**config.mk**
```make
export PLATFORM = sky130hd
export DESIGN_NAME = e_demux_route_flat
export DESIGN_NICKNAME = d
export VERILOG_FILES = /design/src/rtl/e_demux_route_pkg.sv /design/src/rtl/e_demux_route_if.sv /design/src/rtl/e_demux_route_slot.sv /design/src/rtl/e_demux_route.sv /design/src/flat_wrapper.sv
export SDC_FILE = /design/constraint.sdc
export NUM_CORES = 1
export LEC_CHECK = 0
export BUFFER_PORTS_ARGS = -buffer_cell sky130_fd_sc_hd__buf_4
export CAP_MARGIN = 20
export CORE_MARGIN = 1
export CORE_UTILIZATION = 45
export CTS_BUF_LIST = sky130_fd_sc_hd__clkbuf_4 sky130_fd_sc_hd__clkbuf_8
export CTS_CLUSTER_SIZE = 25
export DETAILED_ROUTE_END_ITERATION = 12
export HOLD_SLACK_MARGIN = 0.03
export PLACE_DENSITY_LB_ADDON = 0.05
export SLEW_MARGIN = 30
export SYNTH_ARGS = -nofsm -noshare
export SYNTH_HDL_FRONTEND = slang
export SYNTH_SLANG_ARGS = --single-unit
```
**constraint.sdc**
```tcl
create_clock -name clk -period 3.5 [get_ports clk]
set_input_delay 0.35 -clock clk [delete_from_list [all_inputs] [get_ports clk]]
set_output_delay 0.35 -clock clk [all_outputs]
set_load 0.01 [all_outputs]
```
**src/rtl/e_demux_route_pkg.sv**
```systemverilog
// Shared constants and slot state encoding for the e_demux_route slice.
// E_DEMUX_STAT_EN (optional) adds per-port saturating delivery counters.
package e_route_pkg;

    localparam int DEF_P = 4;
    localparam int DEF_S = 2;
    localparam int DEF_W = 8;

    localparam int                 CNT_W   = 8;
    localparam logic [CNT_W-1:0]   CNT_MAX = '1;

    typedef enum logic {
        EMPTY = 1'b0,
        FULL  = 1'b1
    } slot_state_e;

endpackage

```
**src/rtl/e_demux_route_if.sv**
```systemverilog
// Input stream plus P output slots of the 1-to-P demultiplexer.
// stat_cnt exists only when E_DEMUX_STAT_EN is defined.
interface e_demux_route_if
    import e_route_pkg::*;
#(
    parameter int P = DEF_P,
    parameter int S = DEF_S,
    parameter int W = DEF_W
);

    logic [W-1:0]       in_data;
    logic [S-1:0]       in_sel;
    logic               in_valid;
    logic               in_ready;
    logic [P*W-1:0]     out_data;
    logic [P-1:0]       out_valid;
    logic [P-1:0]       out_ready;
    logic               drop_err;
`ifdef E_DEMUX_STAT_EN
    logic [P*CNT_W-1:0] stat_cnt;
`endif

    modport master (
        output in_data, in_sel, in_valid, out_ready,
`ifdef E_DEMUX_STAT_EN
        input  stat_cnt,
`endif
        input  in_ready, out_data, out_valid, drop_err
    );

    modport slave (
        input  in_data, in_sel, in_valid, out_ready,
`ifdef E_DEMUX_STAT_EN
        output stat_cnt,
`endif
        output in_ready, out_data, out_valid, drop_err
    );

endinterface

```
**src/rtl/e_demux_route_slot.sv**
```systemverilog
// One-entry output slot: data register, EMPTY/FULL state and optional
// saturating delivery counter (E_DEMUX_STAT_EN).
module e_demux_slot
    import e_route_pkg::*;
#(
    parameter int W = DEF_W
) (
    input  logic             clk,
    input  logic             rst,
    input  logic             load,
    input  logic [W-1:0]     din,
    input  logic             ready,
    output logic             valid,
    output logic [W-1:0]     data
`ifdef E_DEMUX_STAT_EN
    ,
    output logic [CNT_W-1:0] cnt
`endif
);

    slot_state_e  state, state_next;
    logic [W-1:0] data_q;
    logic         drain;

    assign valid = (state == FULL);
    assign drain = valid & ready;
    assign data  = data_q;

    always_ff @(posedge clk or posedge rst) begin
        if (rst) state <= EMPTY;
        else     state <= state_next;
    end

    // A load into a FULL slot only happens alongside a drain, so the new word replaces the old.
    always_comb begin
        state_next = state;
        case (state)
            EMPTY:   if (load)           state_next = FULL;
            FULL:    if (drain && !load) state_next = EMPTY;
            default: state_next = EMPTY;
        endcase
    end

    always_ff @(posedge clk or posedge rst) begin
        if (rst)       data_q <= '0;
        else if (load) data_q <= din;
    end

`ifdef E_DEMUX_STAT_EN
    logic [CNT_W-1:0] cnt_q;

    always_ff @(posedge clk or posedge rst) begin
        if (rst)                          cnt_q <= '0;
        else if (drain && cnt_q != CNT_MAX) cnt_q <= cnt_q + 1'b1;
    end

    assign cnt = cnt_q;
`endif

endmodule

```
**src/rtl/e_demux_route.sv**
```systemverilog
// Registered 1-to-P demultiplexer: select decode, in_ready mux and drop_err;
// per-port storage lives in e_demux_slot. Optional feature: E_DEMUX_STAT_EN.
module e_demux_route
    import e_route_pkg::*;
#(
    parameter int P = DEF_P,
    parameter int S = DEF_S,
    parameter int W = DEF_W
) (
    input logic             clk,
    input logic             rst,
    e_demux_route_if.slave  bus
);

    logic [P-1:0]       hit;
    logic [P-1:0]       load;
    logic               slot_ready;
    logic               in_range;
    logic               drop_q;
    logic [P-1:0]       valid_v;
    logic [P*W-1:0]     data_v;

    // Out-of-range selects hit no slot and are always accepted (then discarded).
    always_comb begin
        hit        = '0;
        slot_ready = 1'b0;
        for (int unsigned k = 0; k < P; k++) begin
            if (bus.in_sel == S'(k)) begin
                hit[k]     = 1'b1;
                slot_ready = !valid_v[k] | bus.out_ready[k];
            end
        end
    end

    assign in_range     = |hit;
    assign bus.in_ready = in_range ? slot_ready : 1'b1;
    assign load         = hit & {P{bus.in_valid & slot_ready}};

    always_ff @(posedge clk or posedge rst) begin
        if (rst) drop_q <= 1'b0;
        else     drop_q <= bus.in_valid & !in_range;
    end

    assign bus.drop_err  = drop_q;
    assign bus.out_valid = valid_v;
    assign bus.out_data  = data_v;

`ifdef E_DEMUX_STAT_EN
    logic [P*CNT_W-1:0] cnt_v;
    assign bus.stat_cnt = cnt_v;
`endif

    for (genvar k = 0; k < P; k++) begin : g_slot
        e_demux_slot #(
            .W(W)
        ) u_slot (
            .clk   (clk),
            .rst   (rst),
            .load  (load[k]),
            .din   (bus.in_data),
            .ready (bus.out_ready[k]),
            .valid (valid_v[k]),
            .data  (data_v[k*W +: W])
`ifdef E_DEMUX_STAT_EN
            ,
            .cnt   (cnt_v[k*CNT_W +: CNT_W])
`endif
        );
    end

endmodule

```
**src/flat_wrapper.sv**
```systemverilog
// flat-port wrapper written by rule: the top's interface ports become plain ports
module e_demux_route_flat import e_route_pkg::*;
#(
    parameter int P = DEF_P,
    parameter int S = DEF_S,
    parameter int W = DEF_W
)
  (clk, rst, bus_in_data, bus_in_sel, bus_in_valid, bus_out_ready, bus_in_ready, bus_out_data, bus_out_valid, bus_drop_err);
  e_demux_route_if #(.P(P), .S(S), .W(W)) bus_i ();
  input logic clk;
  input logic rst;
  input wire logic [$bits(bus_i.in_data)-1:0] bus_in_data;
  input wire logic [$bits(bus_i.in_sel)-1:0] bus_in_sel;
  input wire logic [$bits(bus_i.in_valid)-1:0] bus_in_valid;
  input wire logic [$bits(bus_i.out_ready)-1:0] bus_out_ready;
  output wire logic [$bits(bus_i.in_ready)-1:0] bus_in_ready;
  output wire logic [$bits(bus_i.out_data)-1:0] bus_out_data;
  output wire logic [$bits(bus_i.out_valid)-1:0] bus_out_valid;
  output wire logic [$bits(bus_i.drop_err)-1:0] bus_drop_err;
  assign bus_i.in_data = bus_in_data;
  assign bus_i.in_sel = bus_in_sel;
  assign bus_i.in_valid = bus_in_valid;
  assign bus_i.out_ready = bus_out_ready;
  assign bus_in_ready = bus_i.in_ready;
  assign bus_out_data = bus_i.out_data;
  assign bus_out_valid = bus_i.out_valid;
  assign bus_drop_err = bus_i.drop_err;
  e_demux_route #(.P(P), .S(S), .W(W)) u_core (.clk(clk), .rst(rst), .bus(bus_i));
endmodule
```
# After elaboration in Yosys (flattened, before gate mapping)
# Index checks and enable logic that the tools add are counted.
classes:
  eq_ne: 3
  mux: 21
  n_bitwise: 15
  n_reduce_logical: 15
op_table:
  columns: ["operator", "count"]
  rows:
  - ["2-to-1 mux 1 bit", 17]
  - ["logical NOT 1 bit", 9]
  - ["case mux 1 bit (2 select lines)", 4]
  - ["AND 1 bit", 6]
  - ["AND 4 bit", 1]
  - ["equality test 2 bit, second input constant", 2]
  - ["logical AND 1 bit", 4]
  - ["inverter 1 bit", 4]
  - ["bitwise OR 1 bit", 4]
  - ["OR reduction 4 bit", 1]
  - ["equality test 2 x 1 -> 1 bit, second input constant", 1]
  - ["logical NOT 2 bit", 1]
word_totals:
  regBits: 37
  output_inout_bits: 38
  word_cells: 63

# Depth between registers and ports, before layout
# Gate-level depths: netlist (run 1).
logic_depth:
  depth_word: 12
  depth_mapped: 5
  depth_no_buf: 3

# Hierarchy
# From an unflattened synthesis (run 1), not the netlist that was laid out.
unflattened:
  hier_cells: 96
  area_unflattened_um2: 1625.3
by_module_without_submodules:
  columns: ["mod", "n_inst", "cells_per_inst", "area_per_inst_um2", "seq_area_each_um2"]
  rows:
  - ["e_demux_slot", 4, 21, 372.9, 225.2]
  - ["e_demux_route", 1, 12, 133.9, 25.0]

# Worst setup path after synthesis (run 1)
# OpenSTA, ideal clock, no wires.
synth_timing:
  path_type: "input to output"
  start: "input bus_in_sel[0]"
  end: "output bus_in_ready"
  arrival_time_ps: 1046
  required_time_ps: 3150
  setup_slack_ps: 2104
  path_stages: 2
  path_buffers: 1
  path_cell_list: "buf_2 -> mux4_2"
synth_between:
  elab_chain_len: 6
  word_cells_on_any_way: 14
  classes_between: "3 x eq/ne; 9 x mux; 2 x reduce/logical"
synth_lines:
  columns: ["element", "line", "text"]
  rows:
  - ["from (decl)", "flat_wrapper.sv:13", "input wire logic [$bits(bus_i.in_sel)-1:0] bus_in_sel;"]
  - ["logical NOT 2 bit", "e_demux_route.sv:28", "if (bus.in_sel == S'(k)) begin"]
  - ["2-to-1 mux 1 bit (4 in a row)", "e_demux_route.sv:28", null]
  - ["2-to-1 mux 1 bit (*)", "e_demux_route.sv:36", "assign bus.in_ready = in_range ? slot_ready : 1'b1;"]
  - ["to (decl)", "flat_wrapper.sv:16", "output wire logic [$bits(bus_i.in_ready)-1:0] bus_in_ready;"]
# Every way passes the cells marked *; elsewhere a longest branch is shown, timed or not.

# Worst setup path after layout (run 1)
layout_timing:
  start: "register u_core.g_slot[3].u_slot.state"
  end: "output bus_in_ready"
layout_between:
  elab_chain_len: 4
layout_lines:
  columns: ["element", "line", "text"]
  rows:
  - ["from (decl)", "e_demux_route_slot.sv:21", "slot_state_e state, state_next;"]
  - ["from (signal assigned)", "e_demux_route_slot.sv:31", "else state <= state_next;"]
  - ["logical NOT 1 bit", "e_demux_route.sv:30", "slot_ready = !valid_v[k] | bus.out_ready[k];"]
  - ["bitwise OR 1 bit", "e_demux_route.sv:30", null]
  - ["2-to-1 mux 1 bit", "e_demux_route.sv:28", null]
  - ["2-to-1 mux 1 bit", "e_demux_route.sv:36", null]
# Every way passes these cells.

==> results of run 1 <==
[worst max-delay path, cell delays in order (launching register included)]
cell and delay [ns]:
dfrtp_1 0.37, nand2b_1 0.09, mux4_2 0.47, buf_4 0.16
[flip-flops by register name, indices dropped and copies added (netlist names)]
name	cells
u_core.g_slot.u_slot.data	32
u_core.g_slot.u_slot.valid	4
u_core.bus.drop_err	1
[metal layers]
| layer | track usage (%) | wire length, um | up-vias |
|---|---|---|---|
| li1 | - | - | 431 |
| met1 | 21.1 | 1130 | 437 |
| met2 | 28.2 | 1290 | 37 |
| met3 | 6.99 | 225 | 7 |
| met4 | 11.2 | 53 | 0 |
| met5 | 0 | 0 | - |
[final timing paths]
kind / slack (ns) / start / cells after the start / end
hold / removal: 0.11 / rst / 3 / u_core.g_slot[3].u_slot.data[5]$_DFFE_PP0P_
min in group clk: 0.27 / bus_in_data[5] / 2 / u_core.g_slot[3].u_slot.data[5]$_DFFE_PP0P_
hold reg to reg: 0.51 / u_core.g_slot[0].u_slot.data[2]$_DFFE_PP0P_ / 1 / u_core.g_slot[0].u_slot.data[2]$_DFFE_PP0P_
setup / recovery: 1.74 / u_core.g_slot[3].u_slot.valid$_DFF_PP0_ / 3 / bus_in_ready
setup reg to reg: 1.88 / u_core.g_slot[3].u_slot.valid$_DFF_PP0_ / 3 / u_core.g_slot[3].u_slot.data[2]$_DFFE_PP0P_
max in group asynchronous: 3.07 / rst / 3 / u_core.g_slot[0].u_slot.data[1]$_DFFE_PP0P_
[placed cells by master (no fill, tap or decap), drive strengths merged]
cell type	synthesis	layout
o21ai	1	1
inv	1	1
nand2	5	5
clkbuf	0	7
nand3	1	1
conb	1	1
and3	1	1
nand2b	4	4
dfrtp	37	37
nor3b	1	1
nor2b	2	2
mux4	1	1
buf	7	55
mux2	32	32
nand3b	1	1
[metrics by stage]
step	cell area (um2)	worst slack, ns	power, mW	cells
6_report	1950	1.74	1.07	194
5_1_grt	1950	1.65	1.13	194
4_1_cts	1950	1.71	1.09	194
3_5_place_dp	1890	1.78	0.858	187
3_3_place_gp	1890	1.81	0.851	187
2_1_floorplan	1470	2.10	0.695	95
[cells by family after synthesis]
| family | Yosys count | share of synthesized area, % |
|---|---|---|
| other | 1 | 0.256 |
| AOI/OAI and AO/OA | 1 | 0.341 |
| DFF | 37 | 63.1 |
| muxes | 33 | 26.1 |
| and+or+nand+nor | 15 | 6.83 |
| buffers and inverters | 8 | 3.33 |
[final cells by class]
class,count,area share (%)
Sequential cell,37,47.5
Multi-Input combinational cell,50,25.2
Clock buffer,7,3.02
Inverter,1,0.193
Timing Repair Buffer,55,21.2
Tap cell,44,2.83
[power groups by stage]
stage / clock, mW / combinational [mW] / sequential [mW]
global placement: 0 / 0.293 / 0.557
detailed placement: 0 / 0.298 / 0.560
CTS: 0.239 / 0.299 / 0.552
global route: 0.253 / 0.319 / 0.561
finish: 0.228 / 0.295 / 0.549
floorplan: 0 / 0.101 / 0.594
==> impl_metrics.yaml, run 1 <==
yosys:
  synth_top_area_share_pct: 63.1
  synthesis.nets: 112
  avgSynthCellArea_um2: 15.4
  synth_edf_count: 0
  synth_async_sr_flop_share_pct: 100
  synth_seq_cells: 37
  synth_most_common_cell: "dfrtp_1"
  ys_warn_count: 0
  yosysSeqAreaShare_pct: 63.1
  synth_ff_type: "dfrtp_1"
  synth_cell_types: 16
  synthCells: 95
  ys_top_cells_by_count: "37 x dfrtp_1, 32 x mux2_2, 5 x nand2_1, 4 x buf_4, 4 x nand2b_1"
  synth_area_leaders: "dfrtp_1 63%, mux2_2 25%, buf_4 2.0%, nand2b_1 1.7%, mux4_2 1.5%"
  syn_area_mm2: 0.00147
  synth_top_area_cell: "dfrtp_1"
clock_network:
  cts_max_level: 2
  cts_resized: 0
  cts_buffer_depth: 2
  clk_pin_slew_ns: 0.10
  cts_hold_buf: 0
  cts_made_buffers: 5
  cts_tree: "yes"
  post_cts_buffers: 0
  cts.sinks: 37
  root_buffer: "clkbuf_4"
  insertion_delay_ns: 0.33
power:
  powerDensity_mw_per_mm2: 550
  p_sw_share_pct: 26.4
  p_leak_nw: 0.932
  netSwitchingPower_mw: 0.283
  intPower_mw: 0.789
  ir_drop_uv: 283
  combPwrFrac_pct: 27.5
  clkPwrFrac_pct: 21.3
  seqPwrFrac_pct: 51.2
final_layout:
  syn2layout_area_growth_pct: 32.8
  num-fill-cells: 275
  post-route-util_pct: 63.3
  ff_latch_area_um2: 926
  layout-drive-gt1-share_pct: 65.3
  multi_input_area_um2: 492
  antennaDiodeCount: 0
  layout.nets: 167
sta:
  hold_viol: 0
  holdWs_ns: 0.108
  grt_setup_unrepaired: "no"
  period_minus_slack_ns: 1.76
  skew_ns: 0.00979
  max-slew-margin-rel_pct: 53.0
  setup_viol: 0
  fmax_mhz: 567
  maxSlewViolCount: 0
  setup-tns-final_ns: 0
  tightestPinTransition_ns: 0.704
  fin_crit_sh_pct: 50.4
global_routing:
  grt_first_pass_wirelength_mm: 4.31
  track_usage_pct: 18.1
  grt_max_degree: 38
  antenna_found_initial: 0
  overflow: 0
  grt_pass1_vias: 925
floorplan:
  core_mm2: 0.00308
  rows: 20
  die_h_um: 59.1
  start_util_pct: 47.6
  die-area_mm2: 0.00349
  io_pins: 55
  die_w_um: 59.1
routing:
  drc: 0
  dr_total_vias: 912
  dr.pass1.iters: 4
  wire_per_inst_um: 13.9
  detail-route-antenna-nets: 0
  dr.first_iter.drc_count: 7
  routed_wl_mm: 2.70
  post_drt_via_cell_ratio: 4.70
worst_setup_path:
  cp.arrival_ns: 1.41
  cp_data_required_time_ns: 3.15
  end_kind: "output pin"
  crit_fanout: 3
  start_kind: "register"
  worstSetupPathType: "register to output pin"
placed_design:
  gp_congestion: 0.695
  numPortBuffers: 54
  hpwl_mm: 1.96
run_status:
  status: "complete, no violations"
flow_run:
  cap_violations: 0
hold_path:
  hold_class: "primary input to async pin"
No activity file was read; power rests on OpenSTA's default activity.
==> run 2, diff against run 1 <==
- clock period: 3.5 -> 1.82 ns (I/O delays scaled with it)
==> run 2 against run 1 <==
Clock power grew 98%. Sequential power grew 93%. Cell area up 1.3%. First-iteration DRC count grew to 7.6 times the previous value. Register-to-register slack lost 1.6 ns. Critical path type unchanged. Critical endpoint unchanged.
==> impl_metrics.yaml, run 2 (same netlist as run 1, synthesis figures left out) <==
floorplan:
  rows: 20
  die_h_um: 59.1
  die-area_mm2: 0.00349
  start_util_pct: 47.6
  die_w_um: 59.1
  core_mm2: 0.00308
  io_pins: 55
worst_setup_path:
  cp.buffers_inverters: 1
  crit_fanout: 3
  cp.arrival_ns: 1.41
  cp_num_cells: 3
  critical_path.slowest_cell: "mux4_2"
  cp_data_required_time_ns: 1.64
  worstSetupPathType: "register to output pin"
  end_kind: "output pin"
  crit_family: "multiplexers"
  reg2regPathDepth: 3
  start_kind: "register"
  path_cells: "nand2b_1 -> mux4_2 -> buf_4"
  cpPeakStageDelay_ns: 0.47
global_routing:
  track_usage_pct: 19.5
  grt_max_degree: 38
  grt_pass1_vias: 1032
  grt_first_pass_wirelength_mm: 4.71
  overflow: 0
  antenna_found_initial: 0
power:
  powerDensity_mw_per_mm2: 1060
  intPower_mw: 1.52
  combPwrFrac_pct: 27.4
  seqPwrFrac_pct: 51.0
  ir_drop_uv: 614
  p_sw_share_pct: 27.1
  p_leak_nw: 0.947
  clkPwrFrac_pct: 21.7
  netSwitchingPower_mw: 0.566
clock_network:
  cts_max_level: 2
  cts_made_buffers: 5
  cts_buffer_depth: 2
  insertion_delay_ns: 0.34
  cts_resized: 0
  cts.sinks: 37
  cts_tree: "yes"
  root_buffer: "clkbuf_4"
  clk_pin_slew_ns: 0.10
sta:
  hold_viol: 0
  tightestPinTransition_ns: 0.520
  setup_viol: 0
  period_minus_slack_ns: 1.60
  fin_crit_sh_pct: 87.7
  max-slew-margin-rel_pct: 65.3
  maxSlewViolCount: 0
  setup_ws_ns: 0.223
  grt_setup_unrepaired: "no"
  setup-tns-final_ns: 0
  fmax_mhz: 626
  skew_ns: 0.00311
routing:
  routed_wl_mm: 2.89
  drc: 0
  wire_per_inst_um: 14.7
  detail-route-antenna-nets: 0
  post_drt_via_cell_ratio: 4.88
  wl_met3_um: 183
  wl_met2_mm: 1.39
  dr.first_iter.drc_count: 53
  drt-met1-wl_mm: 1.25
  dr_total_vias: 961
  dr.pass1.iters: 3
  topRoutingLayerUsed: "met4"
placed_design:
  postPlaceCellArea_mm2: 0.00190
  gp_congestion: 0.778
  hpwl_mm: 2.07
  dp_slack_ns: 0.320
  numPortBuffers: 54
final_layout:
  largest_register_ffs: 32
  layout_commonest_cell: "buf_4"
  post-route-util_pct: 64.1
  num-fill-cells: 251
  fin_area_mm2: 0.00197
  layout.nets: 170
  final_cell_mix: "57 x buf_4, 37 x dfrtp_1, 32 x mux2_2"
  layout-drive-gt1-share_pct: 65.4
  syn2layout_area_growth_pct: 34.6
  antennaDiodeCount: 0
hold_path:
  hold_class: "primary input to register"
  hold_depth: 2
run_status:
  status: "complete, no violations"
flow_run:
  cap_violations: 0
## run 2: final timing paths
check                                                       startpoint                                     endpoint  slack [ns]
setup / recovery               u_core.g_slot[3].u_slot.valid$_DFF_PP0_                                 bus_in_ready        0.22
hold / removal                                          bus_in_data[2]  u_core.g_slot[1].u_slot.data[2]$_DFFE_PP0P_        0.09
setup reg to reg               u_core.g_slot[2].u_slot.valid$_DFF_PP0_  u_core.g_slot[2].u_slot.data[3]$_DFFE_PP0P_        0.31
hold reg to reg            u_core.g_slot[0].u_slot.data[1]$_DFFE_PP0P_  u_core.g_slot[0].u_slot.data[1]$_DFFE_PP0P_        0.51
max in group asynchronous                                          rst      u_core.g_slot[3].u_slot.valid$_DFF_PP0_        1.00
min in group asynchronous                                          rst  u_core.g_slot[3].u_slot.data[0]$_DFFE_PP0P_        0.51
## run 2: cell type report
type | count | area [um2] | area share (%)
multi-input combinational | 50 | 492 | 24.9
tap | 44 | 55.1 | 2.79
clock buffer | 7 | 58.8 | 2.98
timing repair buffer | 58 | 438 | 22.2
inverter | 1 | 3.75 | 0.190
sequential | 37 | 926 | 46.9
## run 2: repair_timing
action | CTS | global route
endpoints found under the hold margin | 37 | 0
endpoints found under the setup margin | 0 | 0
buffers inserted | 0 | 0
hold buffers | 1 | 0
## run 2: power groups by stage
stage | sequential, mW | clock [mW] | combinational (mW)
after floorplan | 1.14 | 0 | 0.194
after CTS | 1.07 | 0.465 | 0.581
after global routing | 1.08 | 0.506 | 0.621
after global placement | 1.07 | 0 | 0.565
final | 1.06 | 0.452 | 0.571
after detailed placement | 1.08 | 0 | 0.579
## run 2: layer usage
metal	vias to the layer above	track usage [%]
met5	-	0
met4	0	8.50
met3	7	8.95
met2	35	29.7
met1	476	23.7
li1	443	-
## run 2: through the flow
stage,cells,hold slack [ns],power (mW)
CTS,197,0.0889,2.11
finish,197,0.0947,2.09
global route,197,0.0723,2.21
detailed placement,189,0.319,1.66
floorplan,95,0.333,1.34
global placement,189,0.316,1.64
